==> src/rtl/pipe_stage_reg.sv <==
// Elastic pipeline-stage register with a one-entry skid buffer, synchronous flush
// and a saturating back-pressure counter; replaces the fixed inter-stage registers.
module pipe_stage_reg #(
    parameter int CTRL_W = 3,
    parameter int DATA_W = 69,
    parameter int CNT_W  = 16
) (
    input  logic              clk,
    input  logic              rst_n,
    input  logic              in_valid,
    output logic              in_ready,
    input  logic [CTRL_W-1:0] in_ctrl,
    input  logic [DATA_W-1:0] in_data,
    input  logic              flush,
    output logic              out_valid,
    input  logic              out_ready,
    output logic [CTRL_W-1:0] out_ctrl,
    output logic [DATA_W-1:0] out_data,
    output logic [CNT_W-1:0]  stall_cnt
);

    typedef enum logic [1:0] {
        EMPTY = 2'd0,
        FULL  = 2'd1,
        SKID  = 2'd2
    } stateT;

    stateT             state;
    stateT             stateNext;
    logic              inReadyQ;
    logic [CTRL_W-1:0] mCtrl;
    logic [DATA_W-1:0] mData;
    logic [CTRL_W-1:0] sCtrl;
    logic [DATA_W-1:0] sData;
    logic [CNT_W-1:0]  stallCnt;

    logic accept;
    logic drain;
    logic loadMainIn;
    logic loadMainSkid;
    logic loadSkid;

    function automatic logic [CNT_W-1:0] satInc(input logic [CNT_W-1:0] v);
        return (&v) ? v : v + {{(CNT_W-1){1'b0}}, 1'b1};
    endfunction

    assign out_valid = (state != EMPTY);
    assign accept    = in_valid & inReadyQ;
    assign drain     = out_valid & out_ready;

    always_comb begin
        stateNext    = state;
        loadMainIn   = 1'b0;
        loadMainSkid = 1'b0;
        loadSkid     = 1'b0;
        if (flush) begin
            stateNext = EMPTY;
        end else begin
            case (state)
                EMPTY: begin
                    if (accept) begin
                        stateNext  = FULL;
                        loadMainIn = 1'b1;
                    end
                end
                FULL: begin
                    if (accept && drain) begin
                        loadMainIn = 1'b1;
                    end else if (drain) begin
                        stateNext = EMPTY;
                    end else if (accept) begin
                        stateNext = SKID;
                        loadSkid  = 1'b1;
                    end
                end
                SKID: begin
                    // in_ready is low here, so only a drain can move the state
                    if (drain) begin
                        stateNext    = FULL;
                        loadMainSkid = 1'b1;
                    end
                end
                default: stateNext = EMPTY;
            endcase
        end
    end

    always_ff @(posedge clk or negedge rst_n) begin
        if (!rst_n) begin
            state    <= EMPTY;
            inReadyQ <= 1'b1;
        end else begin
            state    <= stateNext;
            inReadyQ <= (stateNext != SKID);
        end
    end

    always_ff @(posedge clk or negedge rst_n) begin
        if (!rst_n) begin
            mCtrl <= '0;
            mData <= '0;
            sCtrl <= '0;
            sData <= '0;
        end else if (flush) begin
            mCtrl <= '0;
            sCtrl <= '0;
        end else begin
            if (loadMainIn) begin
                mCtrl <= in_ctrl;
                mData <= in_data;
            end else if (loadMainSkid) begin
                mCtrl <= sCtrl;
                mData <= sData;
            end
            if (loadSkid) begin
                sCtrl <= in_ctrl;
                sData <= in_data;
            end else if (loadMainSkid) begin
                sCtrl <= '0;
            end
        end
    end

    always_ff @(posedge clk or negedge rst_n) begin
        if (!rst_n) begin
            stallCnt <= '0;
        end else if (out_valid && !out_ready) begin
            stallCnt <= satInc(stallCnt);
        end
    end

    // A bubble must never present stale control bits downstream
    assign out_ctrl  = out_valid ? mCtrl : '0;
    assign out_data  = mData;
    assign in_ready  = inReadyQ;
    assign stall_cnt = stallCnt;

endmodule

==> config.mk <==
export PLATFORM = sky130hd
export DESIGN_NAME = pipe_stage_reg
export DESIGN_NICKNAME = d
export VERILOG_FILES = /design/src/rtl/pipe_stage_reg.sv
export SDC_FILE = /design/constraint.sdc
export NUM_CORES = 1
export LEC_CHECK = 0
export CORE_AREA = 2 2 117 119
export CTS_BUF_LIST = sky130_fd_sc_hd__clkbuf_8 sky130_fd_sc_hd__clkbuf_16
export CTS_CLUSTER_SIZE = 16
export DETAILED_ROUTE_END_ITERATION = 7
export DIE_AREA = 0 0 119 121
export HOLD_SLACK_MARGIN = 0.1
export PLACE_DENSITY = 0.85
export SLEW_MARGIN = 20
export SYNTH_ARGS = -nofsm -noshare
export SYNTH_HDL_FRONTEND = slang
export SYNTH_SLANG_ARGS = --single-unit
==> constraint.sdc <==
create_clock -name clk -period 2.6 [get_ports clk]
set_input_delay 0.39 -clock clk [delete_from_list [all_inputs] [get_ports clk]]
set_output_delay 0.39 -clock clk [all_outputs]
set_load 0.05 [all_outputs]
==> metrics.md <==
| Metric | Value |
|---|---|
| Clock root cell | `clkbuf_16` |
| Ys Warns | `0` |
| Synth Instances | `between 400 and 500` |
| HPWL after DPL | `10.8 mm` |
| First-pass GRT wire length | `27.3 mm` |
| CP Class | `register to primary output` |
| Detailed-route DRC error count | `0` |
| Starting Density | `53.1%` |
| Pin count of the biggest net entering global routing | `100` |
| Placed cells | `between 800 and 900` |
| Global routing usage on met2 | `between 40% and 50%` |
| Post-DP Area | `8780 sq um` |
| GRT Residual Overflow | `0` |
| Main synth FF type | `dfrtp_1` |
| Worst Reg-to-Reg Cells | `6` |
| Setup tns final | `0 ns` |
| Initial DRC count | `290` |
| Row count | `42` |
| Die W | `around 120 um` |
| Post-Synthesis Cell Area | `6950 sq um` |
| Buffer levels on the longest clock path | `2` |
| Max VDD drop | `around 0.56 mV` |
| Synth top area cells | `dfrtp_1 (58%), o22a_1 (18%), mux2_2 (10%)` |
| Synth unique cells | `40` |
| Average wire per standard cell | `19.7 um` |
| Worst Setup SP | `state[1]` |
| Clk Latency, worst-skew pair | `0.42 ns` |
| Antenna violations before repair | `1` |
| Pwr/cell area | `935 nW/um^2` |
| Post-synth top area share | `58.4%` |
| Worst Hold Class | `primary input to async pin` |
| Final hold vios | `0` |
| TritonCTS clock tree | `built` |
| Final nets | `734` |
| Sequential area share after synthesis | `58.7%` |
| Final setup fails | `0` |
| IO buf count | `166` |
| Non-filler cells, final | `844` |
| I/O pin count | `167` |
| Clock Skews | `0.00581 ns` |
| Unrepaired setup endpoints after global routing | `no` |
| Worst path required time | `2.21 ns` |
| Crit path DAT | `1.99 ns` |
| Sequential cell area | `roughly 4100 sq um` |
| RR Startpoint | `stall_cnt[0]` |
| Flop-to-flop setup slack | `0.61 ns` |
| Fin crit share | `91.4%` |
| Clock sinks | `163` |
| Crit path max fanout | `6` |
| Fraction of layout cells with a size suffix above 1 | `17.7%` |
| Synthesized area per cell | `around 14 sq um` |
| Leading area contributor after synthesis | `dfrtp_1` |
| DRT Wirelength | `roughly 17 mm` |
| Max-cap violations | `0` |
| Gr usage total | `24.2%` |
| P_leak | `3.79 nW` |
| Max-Slew Margin vs Limit | `44.9%` |
| Core area | `13100 sq um` |
| Finished Core Util | `between 70% and 80%` |
| Post-CTS sizing | `0` |
| Max-slew violation count | `0` |
| Num CTS Buffers | `17` |
| Reg-to-reg endpoint | `stall_cnt[3]` |
| Status | `completed` |
| Die Area | `14400 sq um` |
| Fillers | `about 900` |
| GR Util met3 | `between 5 and 6%` |
| Layout overhead on the synthesized area | `35.3%` |
| Seq cells post-synth | `approximately 160` |
| Grt met1 use | `30.0%` |
| Final Instance Area | `9400 sq um` |
| H-tree levels | `4` |
| Syn_nets | `576` |
| Routability cong. | `0.771` |
| FMAX | `0.421 GHz` |
| Async SR Flop Fraction | `100%` |
| Startpoint types | `register` |
| Worst-path clk slew | `0.06 ns` |
| Post-route ant nets | `0` |
| Die Y | `121 um` |
| Area occupied by multi-input gates | `approximately 2700 sq um` |
| Final Critical Period | `2.38 ns` |
| Drt pass-1 iters | `4` |
| Worst Tran Pin Value | `0.826 ns` |
| Vias in the first global route | `5363` |
| Vias | `between 4000 and 5000` |
| Routed vias/inst | `5.88` |
| Crit end category | `primary output` |
| Post-synth EDFFs | `0` |
| GR peak layer | `met2` |
## timing repair
item,CTS,global route
endpoints found under the hold margin,34,0
hold buffers,1,0
setup buffers,0,0
## cell usage in the layout (no fill, tap or decap), drive strengths merged, types with 2 or more instances in the layout
cell type / synthesis / layout
a211oi: 3 / 3
a21oi: 2 / 2
a22o: 3 / 3
and2b: 3 / 3
and3: 2 / 2
and3b: 2 / 2
buf: 26 / 15
bufinv: 0 / 3
clkbuf: 15 / 20
clkdlybuf4s50: 0 / 164
clkinvlp: 0 / 3
dfrtp: 162 / 162
inv: 3 / 6
mux2: 71 / 71
mux2i: 5 / 5
nand2: 8 / 8
nand3: 5 / 5
nand4: 5 / 5
nor2: 7 / 7
nor3: 5 / 5
nor4: 7 / 7
o22a: 139 / 139
or2: 2 / 2
or3: 2 / 2
xor2: 13 / 13
## cell families after synthesis
| kind of cell | count (synthesis) | share of synthesized area, % |
|---|---|---|
| mux | 76 | 12.2 |
| flops | 163 | 58.7 |
| xor+xnor | 14 | 1.77 |
| fa+ha+maj | 1 | 0.180 |
| simple gates | 52 | 5.08 |
| compound gates | 148 | 18.6 |
| buf+inv | 44 | 3.44 |
## worst max path at each step
stage	endpoint	slack (ns)	cells past startpoint
floorplan	stall_cnt[12]	0.57	5
CTS	out_ctrl[0]	0.19	3
detailed placement	sData[46]	0.32	6
global placement	sData[60]	0.37	6
global route	out_ctrl[0]	0.14	3
finish	out_ctrl[0]	0.22	3
## metrics by stage
stage	setup slack [ns]	total power [mW]	hold WS, ns
after floorplan	0.573	5.27	0.0944
after global placement	0.369	6.17	0.305
after detailed placement	0.315	6.29	0.306
after CTS	0.194	8.85	0.428
after global routing	0.142	9.15	0.460
final	0.224	8.79	0.431
## area by class of cell
type	instances	area share, %
clock buffers	20	4.97
clock inverters	10	1.42
flip-flops and latches	163	43.4
multi-input cells	291	28.2
well taps	176	2.34
repair buffers	180	19.5
diodes	1	0.0266
inverters	3	0.120
## cells in the mapped netlist (3+ instances only)
master / count
mux2_2: 62
mux2_1: 9
buf_2: 11
inv_1: 3
nand3_1: 5
nor3_1: 5
xor2_1: 13
a211oi_1: 3
o22a_1: 139
a22o_1: 3
mux2i_1: 5
nand4_1: 4
buf_4: 12
nor2_1: 5
clkbuf_1: 15
dfrtp_1: 162
nand2_1: 8
and2b_1: 3
nor4_2: 5
## sequential cells by signal (all words and copies together) (netlist names)
register and cells:
out_data 69, sCtrl 3, sData 69, in_ready 1, stall_cnt 16, mCtrl 3
state 2
## power breakdown
part | internal (mW) | switching [mW] | total [mW] | leakage [nW]
Sequential | 3.15 | 0.431 | 3.58 | 1.92
Clock | 1.57 | 0.963 | 2.53 | 0.293
Combinational | 1.13 | 1.54 | 2.67 | 1.58
Total | 5.86 | 2.94 | 8.79 | 3.79
## worst max-delay path, stage by stage, from the launching register on
cell             delay, ns
dfrtp_1               0.47
nor2_2                0.09
and2b_1               0.21
clkdlybuf4s50_1       0.80
## per-layer routing
metal	share of wire, %	wire (um)
met3	4.7	785
met5	0	0
met4	2.3	385
met1	41	6830
met2	52	8600
Power figures use the tool's default switching activity.
